$ cat config.mk
export PLATFORM = sky130hd
export DESIGN_NAME = demux_stream
export DESIGN_NICKNAME = d
export VERILOG_FILES = /design/src/rtl/demux_pkg.sv /design/src/rtl/demux_lane.sv /design/src/rtl/demux_stream.sv
export SDC_FILE = /design/constraint.sdc
export NUM_CORES = 1
export LEC_CHECK = 0
export CAP_MARGIN = 0
export CORE_AREA = 2 2 78 80
export CTS_BUF_LIST = sky130_fd_sc_hd__clkbuf_2 sky130_fd_sc_hd__clkbuf_4 sky130_fd_sc_hd__clkbuf_8
export DETAILED_ROUTE_END_ITERATION = 8
export DIE_AREA = 0 0 80 82
export PLACE_DENSITY = 0.89
export SLEW_MARGIN = 20
export SYNTH_ARGS = -nofsm -noshare
export SYNTH_HDL_FRONTEND = slang
export SYNTH_SLANG_ARGS = --single-unit
export TNS_END_PERCENT = 100
$ cat constraint.sdc
create_clock -name clk -period 4.7 [get_ports clk]
set_clock_uncertainty 0.15 [all_clocks]
set_input_delay 1.175 -clock clk [delete_from_list [all_inputs] [get_ports clk]]
set_output_delay 1.175 -clock clk [all_outputs]
set_load 0.05 [all_outputs]
$ cat src/rtl/demux_pkg.sv
`default_nettype none
// ============================================================================
//  Module      : demux_pkg
//  Description : Shared defaults and lane state encoding for the demux_stream
//                stream demultiplexer and its per-lane buffers.
//  Revision    : 1.0 - initial release
// ============================================================================
package demux_pkg;

    // Default geometry of the demultiplexer.
    localparam int WIDTH_DEF   = 8;
    localparam int SEL_W_DEF   = 3;
    localparam int NUM_OUT_DEF = 8;

    // Width of the optional dropped-word counter.
    localparam int DROP_CNT_W  = 16;

    // One-entry lane buffer occupancy.
    typedef enum logic {
        LANE_EMPTY = 1'b0,
        LANE_FULL  = 1'b1
    } lane_state_t;

endpackage : demux_pkg
`default_nettype wire

$ cat src/rtl/demux_lane.sv
`default_nettype none
// ============================================================================
//  Module      : demux_lane
//  Description : One-entry output buffer with valid/ready handshake. A load
//                into a full lane that is draining in the same cycle replaces
//                the word without a bubble.
//  Ports       : clk, rst      - clock, synchronous active-high reset
//                i_load        - store i_data this cycle (already accepted)
//                i_data        - word to store
//                i_ready       - consumer takes the held word
//                o_valid       - lane holds a word
//                o_data        - held word (changes only on load or reset)
//  Revision    : 1.0 - initial release
// ============================================================================
module demux_lane
    import demux_pkg::*;
#(
    parameter int WIDTH = WIDTH_DEF
) (
    input  logic             clk,
    input  logic             rst,
    input  logic             i_load,
    input  logic [WIDTH-1:0] i_data,
    input  logic             i_ready,
    output logic             o_valid,
    output logic [WIDTH-1:0] o_data
);

    lane_state_t        r_state;
    logic [WIDTH-1:0]   r_data;

    // The top only raises i_load when the lane can take the word, so a load
    // on a full lane always coincides with the old word draining.
    always_ff @(posedge clk) begin
        if (rst) begin
            r_state <= LANE_EMPTY;
            r_data  <= '0;
        end else begin
            case (r_state)
                LANE_EMPTY: begin
                    if (i_load) begin
                        r_state <= LANE_FULL;
                        r_data  <= i_data;
                    end
                end
                LANE_FULL: begin
                    if (i_load) begin
                        r_data  <= i_data;
                    end else if (i_ready) begin
                        r_state <= LANE_EMPTY;
                    end
                end
            endcase
        end
    end

    assign o_valid = (r_state == LANE_FULL);
    assign o_data  = r_data;

endmodule : demux_lane
`default_nettype wire

$ cat src/rtl/demux_stream.sv
`default_nettype none
// ============================================================================
//  Module      : demux_stream
//  Description : Registered 1-to-NUM_OUT stream demultiplexer. Each accepted
//                input word is routed to lane in_sel; every lane has its own
//                one-entry buffer, so a stalled lane only blocks words aimed
//                at it. Words with in_sel >= NUM_OUT are accepted, dropped
//                and flagged on err_sel for one cycle.
//  Ports       : clk, rst            - clock, synchronous active-high reset
//                in_valid/in_ready   - input handshake (in_ready is comb.)
//                in_data, in_sel     - input word and destination lane
//                out_valid/out_ready - per-lane output handshake
//                out_data            - lane i at [i*WIDTH +: WIDTH]
//                err_sel             - pulse: word with bad select dropped
//                drop_cnt, lane_busy - optional statistics (DEMUX_STATS_EN)
//  Options     : DEMUX_STATS_EN adds drop_cnt (saturating count of err_sel
//                pulses) and lane_busy (registered per-lane stall flags).
//  Revision    : 1.0 - initial release
// ============================================================================
module demux_stream
    import demux_pkg::*;
#(
    parameter int WIDTH   = WIDTH_DEF,
    parameter int NUM_OUT = NUM_OUT_DEF,
    parameter int SEL_W   = SEL_W_DEF
) (
    input  logic                     clk,
    input  logic                     rst,
    input  logic                     in_valid,
    output logic                     in_ready,
    input  logic [WIDTH-1:0]         in_data,
    input  logic [SEL_W-1:0]         in_sel,
    output logic [NUM_OUT-1:0]       out_valid,
    input  logic [NUM_OUT-1:0]       out_ready,
    output logic [NUM_OUT*WIDTH-1:0] out_data,
    output logic                     err_sel
`ifdef DEMUX_STATS_EN
    ,
    output logic [DROP_CNT_W-1:0]    drop_cnt,
    output logic [NUM_OUT-1:0]       lane_busy
`endif
);

    logic               w_sel_ok;
    logic               w_sel_busy;
    logic               w_accept;
    logic [NUM_OUT-1:0] w_load;
    logic               r_err_sel;

    assign w_sel_ok = (int'(in_sel) < NUM_OUT);

    // A selected lane blocks the input only if it is full and not draining.
    // An out-of-range select matches no lane, so it is never blocked.
    always_comb begin
        w_sel_busy = 1'b0;
        for (int i = 0; i < NUM_OUT; i++) begin
            if (in_sel == SEL_W'(i)) begin
                w_sel_busy = out_valid[i] & ~out_ready[i];
            end
        end
    end

    assign in_ready = ~w_sel_busy;
    assign w_accept = in_valid & in_ready;

    always_comb begin
        w_load = '0;
        for (int i = 0; i < NUM_OUT; i++) begin
            if (in_sel == SEL_W'(i)) begin
                w_load[i] = w_accept;
            end
        end
    end

    generate
        for (genvar gi = 0; gi < NUM_OUT; gi++) begin : g_lane
            demux_lane #(
                .WIDTH (WIDTH)
            ) u_lane (
                .clk     (clk),
                .rst     (rst),
                .i_load  (w_load[gi]),
                .i_data  (in_data),
                .i_ready (out_ready[gi]),
                .o_valid (out_valid[gi]),
                .o_data  (out_data[gi*WIDTH +: WIDTH])
            );
        end
    endgenerate

    always_ff @(posedge clk) begin
        if (rst) begin
            r_err_sel <= 1'b0;
        end else begin
            r_err_sel <= w_accept & ~w_sel_ok;
        end
    end

    assign err_sel = r_err_sel;

`ifdef DEMUX_STATS_EN
    logic [DROP_CNT_W-1:0] r_drop_cnt;
    logic [NUM_OUT-1:0]    r_lane_busy;

    always_ff @(posedge clk) begin
        if (rst) begin
            r_drop_cnt  <= '0;
            r_lane_busy <= '0;
        end else begin
            if (r_err_sel && (r_drop_cnt != {DROP_CNT_W{1'b1}})) begin
                r_drop_cnt <= r_drop_cnt + 1'b1;
            end
            r_lane_busy <= out_valid & ~out_ready;
        end
    end

    assign drop_cnt  = r_drop_cnt;
    assign lane_busy = r_lane_busy;
`endif

endmodule : demux_stream
`default_nettype wire

Word level (Yosys, flattened, before mapping)
Cells that the tools add are included.
{ "classes": {"n_eq_ne": 7, "mux": 56, "n_bitwise": 26, "n_reduce_logical": 1} }
{ "op_table": {"columns": ["cell", "count"], "rows": [
  ["8-bit two-way mux", 8],
  ["1-bit two-way mux", 40],
  ["1-bit NOT", 17],
  ["1-bit one-hot mux with 2 select lines", 8],
  ["3-bit == test, second input constant", 4],
  ["1-bit bitwise AND", 9],
  ["3-bit by 2-bit == test with 1-bit output, second input constant", 2],
  ["3-bit by 1-bit == test with 1-bit output, second input constant", 1],
  ["3-bit logical NOT", 1]
]} }
{ "word_totals": {"inputBits": 22, "reg_bits": 72, "out_inout_bits": 74} }

Logic depth before layout (Yosys ltp)
{ "depth": {"word_depth": 15, "mapped_depth": 5, "ltp_nobuf": 4} }

Hierarchy
From an unflattened synthesis, not the netlist that was laid out.
{ "hier_totals": {"hier_cells": 278, "area_unflattened_um2": 2829.0} }
{ "by_module_without_submodules": {"columns": ["mod", "n_inst", "cells_each", "area_per_inst_um2"], "rows": [
  ["demux_lane", 8, 30, 321.6],
  ["demux_stream", 1, 38, 256.5]
]} }

Worst setup path after synthesis
OpenSTA, ideal clock, no wires.
{ "synth_timing": {"path_kind": "input to output", "from": "input out_ready[7]", "to": "output in_ready", "path_slack_ns": 1.256, "cell_stages": 3, "arrival_ns": 2.119, "n_path_buf": 0, "path_cell_list": "nand2b_1 -> mux4_2 -> a21o_1"} }
{ "synth_between": {"elab_chain_cells": 4} }
{ "synth_rtl": {"columns": ["item", "line", "rtl"], "rows": [
  ["from (decl)", "demux_stream.sv:34", "input logic [NUM_OUT-1:0] out_ready,"],
  ["1-bit NOT", "demux_stream.sv:58", "w_sel_busy = out_valid[i] & ~out_ready[i];"],
  ["1-bit bitwise AND", "demux_stream.sv:58", null],
  ["1-bit two-way mux", "demux_stream.sv:57", "if (in_sel == SEL_W'(i)) begin"],
  ["1-bit NOT", "demux_stream.sv:63", "assign in_ready = ~w_sel_busy;"],
  ["to (decl)", "demux_stream.sv:30", "output logic in_ready,"]
]} }
Every way passes these cells.

Worst setup path in the final report
{ "layout_timing": {"from": "input in_sel[1]", "to": "output in_ready"} }
{ "layout_between": {"elab_chain_cells": 10, "elab_cells_between_ends": 17, "classes_between": "7 x eq/ne; 8 x mux; 1 x bitwise; 1 x reduce/logical"} }
{ "layout_rtl": {"columns": ["item", "line", "rtl"], "rows": [
  ["from (decl)", "demux_stream.sv:32", "input logic [SEL_W-1:0] in_sel,"],
  ["3-bit logical NOT", "demux_stream.sv:57", null],
  ["1-bit two-way mux (7 in series)", "demux_stream.sv:57", null],
  ["1-bit two-way mux (*)", "demux_stream.sv:57", null],
  ["1-bit NOT (*)", "demux_stream.sv:63", null]
]} }
Mark *: on every way between the ends. The rest lies on a longest branch, timed or not.

==> results.toml <==
[setup_path]
path_max_fanout = 6
critPathKind = "primary input to output port"
timing.rr.end = "g_lane[3].u_lane.o_data[4]"
critical_path_arrival_ns = 2.65
required_ns = 3.38
reg2reg_slack_ns = 3.07
cp-end-kind = "output port"
rr_worst_depth = 4
rr_startpoint = "g_lane[3].u_lane.o_valid"
cpPeakStageDelay_ns = 0.50
cp_cell_sequence = "clkdlybuf4s50_1 > nor2_1 > a22oi_1 > a221oi_1 > a21o_1 > buf_4"
cpMaxStageDelayCell = "clkdlybuf4s50_1"
crit_start = "in_sel[1]"
critical_path.startpoint_type = "primary input"

[layout]
final_core_util = 0.662
nets = 368
synthToLayoutAreaGrowth_pct = 36.2
n_antenna_cell = 0
layout-drive-gt1-share = 0.0570

[clock_network]
ctsResizeCount = 0
clk_latency_ns = 0.32
numClockSinks = 72
cts_buffers = 9
cts.clk_slew.worst_paths_ns = 0.07
cts_buffer_depth = 2
postCtsSetupRepairBufs = 0
cts_tree = "done"
htreeDepth = 3
ctsHoldBuffers = 0
clockRootBuffer = "clkbuf_8"

[min_path]
min_path_type = "flip-flop to flip-flop"
min_to = "g_lane[6].u_lane.o_data[0]"
min-delay-start = "g_lane[6].u_lane.o_data[0]"
min_delay_path_depth = 2

[route]
vias = 2099
drc = 0
detail_route.wl_per_cell_um = 15.4
totalWireLength_um = 6540
ant_nets = 0
viasPerCell = 4.93
drtPass1Iterations = 4
drt_iter0_markers = 80

[global_route]
overflow = 0
grt_max_degree = 39
antenna_found_initial = 0
grt_pass1_vias = 2020
grt_pass1_wl_um = 9870
gr-usage-all-layers = 0.202

[timing]
relSlewSlack = 0.593
rsz0062_at_grt = "false"
tightest_slew_ns = 0.609
slew_viol_final = 0
finalCriticalPeriod_ns = 3.97
hold_violations = 0
finalSetupViolCount = 0
fmax_ghz = 0.252
tns_ns = 0
finalCritPeriodShare = 0.845

[die]
initial_core_util = 0.486
die_w_um = 80
rows = 28
ioPinCount = 96
coreArea_um2 = 5750
die_area_um2 = 6560
dieHeight_um = 82

[logic_synthesis]
synth_top_cell_area_share = 0.516
synthDistinctLibCells = 22
syn_area_per_cell_um2 = 10.2
synth_top_cell_by_area = "dfxtp_1"
ys_warn_count = 0
ys_ff_latch = 72
syn_area_um2 = 2790
seq_area_frac_synth = 0.516
synth.area.top_cells = "dfxtp_1 (52%), mux2i_1 (23%), nor2_1 (9.0%), buf_4 (5.4%), buf_6 (1.6%)"
syn_nets = 295
syn-instance-count = 273

[power]
switching_share = 0.247
internal-power_uw = 965
power_frac_seq = 0.492
p_switching_uw = 316
cellLeakagePower_uw = 0.00159
power.density_nw_per_um2 = 337
combPwrFrac = 0.121
vdd_drop_max_uv = 276
p_clk_frac = 0.387

[placement]
gp_congestion = 0.705
dp_hpwl_um = 4470
portBuffers = 94

[outcome]
run_status = "complete, no violations"

[job]
drv_cap = 0
layout make-up:
class / instances / area, µm²
fillers: 482 / 1940
clock inverters: 3 / 40.0
multi-input cells: 165 / 1110
inverters: 3 / 11.3
well taps: 75 / 93.8
repair buffers: 95 / 941
clock buffers: 13 / 166
flip-flops and latches: 72 / 1440
per-layer routing:
metal | vias up | routed length [µm] | track usage
met5 | - | 0 | 0
met4 | 0 | 110 | 0.0797
met3 | 10 | 464 | 0.0648
met2 | 74 | 3270 | 0.350
met1 | 989 | 2700 | 0.233
li1 | 1026 | - | -
per-stage QoR:
| stage | instances | instance area [µm²] | worst slack [ns] | power [µW] | hold WS, ns |
|---|---|---|---|---|---|
| final | 426 | 3800 | 0.728 | 1280 | 0.346 |
| after global routing | 426 | 3800 | 0.639 | 1330 | 0.368 |
| after CTS | 426 | 3800 | 0.741 | 1290 | 0.348 |
| after detailed placement | 410 | 3600 | 0.748 | 800 | 0.334 |
| after global placement | 410 | 3600 | 0.768 | 798 | 0.322 |
| after floorplan | 273 | 2790 | 1.26 | 751 | 0.328 |
logic make-up (layout without fill, tap and decap cells):
logic type | after synthesis | after routing | synth area share
flip-flops | 72 | 72 | 0.516
AO/OA/AOI/OAI | 11 | 11 | 0.0228
AND/OR/NAND/NOR | 88 | 88 | 0.136
multiplexers | 65 | 65 | 0.237
other | 1 | 1 | 0.00134
buffers and inverters | 36 | 114 | 0.0864
cell usage in the layout, fill, tap and decap left out, drive strengths merged:
master / count
mux4: 1
clkbuf: 13
and2: 2
nor2b: 4
nor2: 67
inv: 3
buf: 3
a21oi: 7
a22oi: 1
nand2b: 7
mux2i: 64
and3: 3
clkdlybuf4s50: 92
and3b: 1
a21o: 1
bufinv: 1
conb: 1
o21ai: 1
dfxtp: 72
a221oi: 1
clkinv: 2
nand3: 4
registers in the layout (all words and copies together), names as in the netlist:
name,cells
g_lane.u_lane.o_data,64
g_lane.u_lane.o_valid,8
power by group through the flow:
stage | combinational, µW | clock, µW | sequential, µW
detailed placement | 156 | 0 | 644
global placement | 154 | 0 | 644
global route | 164 | 532 | 631
floorplan | 67.2 | 0 | 684
CTS | 156 | 503 | 630
finish | 155 | 496 | 630
worst max path at each step:
stage / slack, ns / endpoint
CTS: 0.74 / in_ready
global placement: 0.77 / in_ready
floorplan: 1.26 / in_ready
global route: 0.64 / in_ready
finish: 0.73 / in_ready
detailed placement: 0.75 / in_ready
Yosys cell counts:
master    number
buf_2          1
clkbuf_1       7
and3_1         3
conb_1         1
nand3_1        4
a21o_1         1
nand2b_1       7
nor2_1        67
and3b_1        1
a221oi_1       1
a21oi_1        7
and2_1         2
inv_1          3
a22oi_1        1
nor2b_1        4
mux4_2         1
o21ai_0        1
dfxtp_1       72
buf_6          4
buf_4         20
buf_1          1
mux2i_1       64
worst max-delay path: cells and delay by family:
kind,cells,cell delay (ns)
buf+inv,2,0.69
compound gates,3,0.54
simple gates,1,0.24
Note: power is estimated with default switching activity, not from simulation.
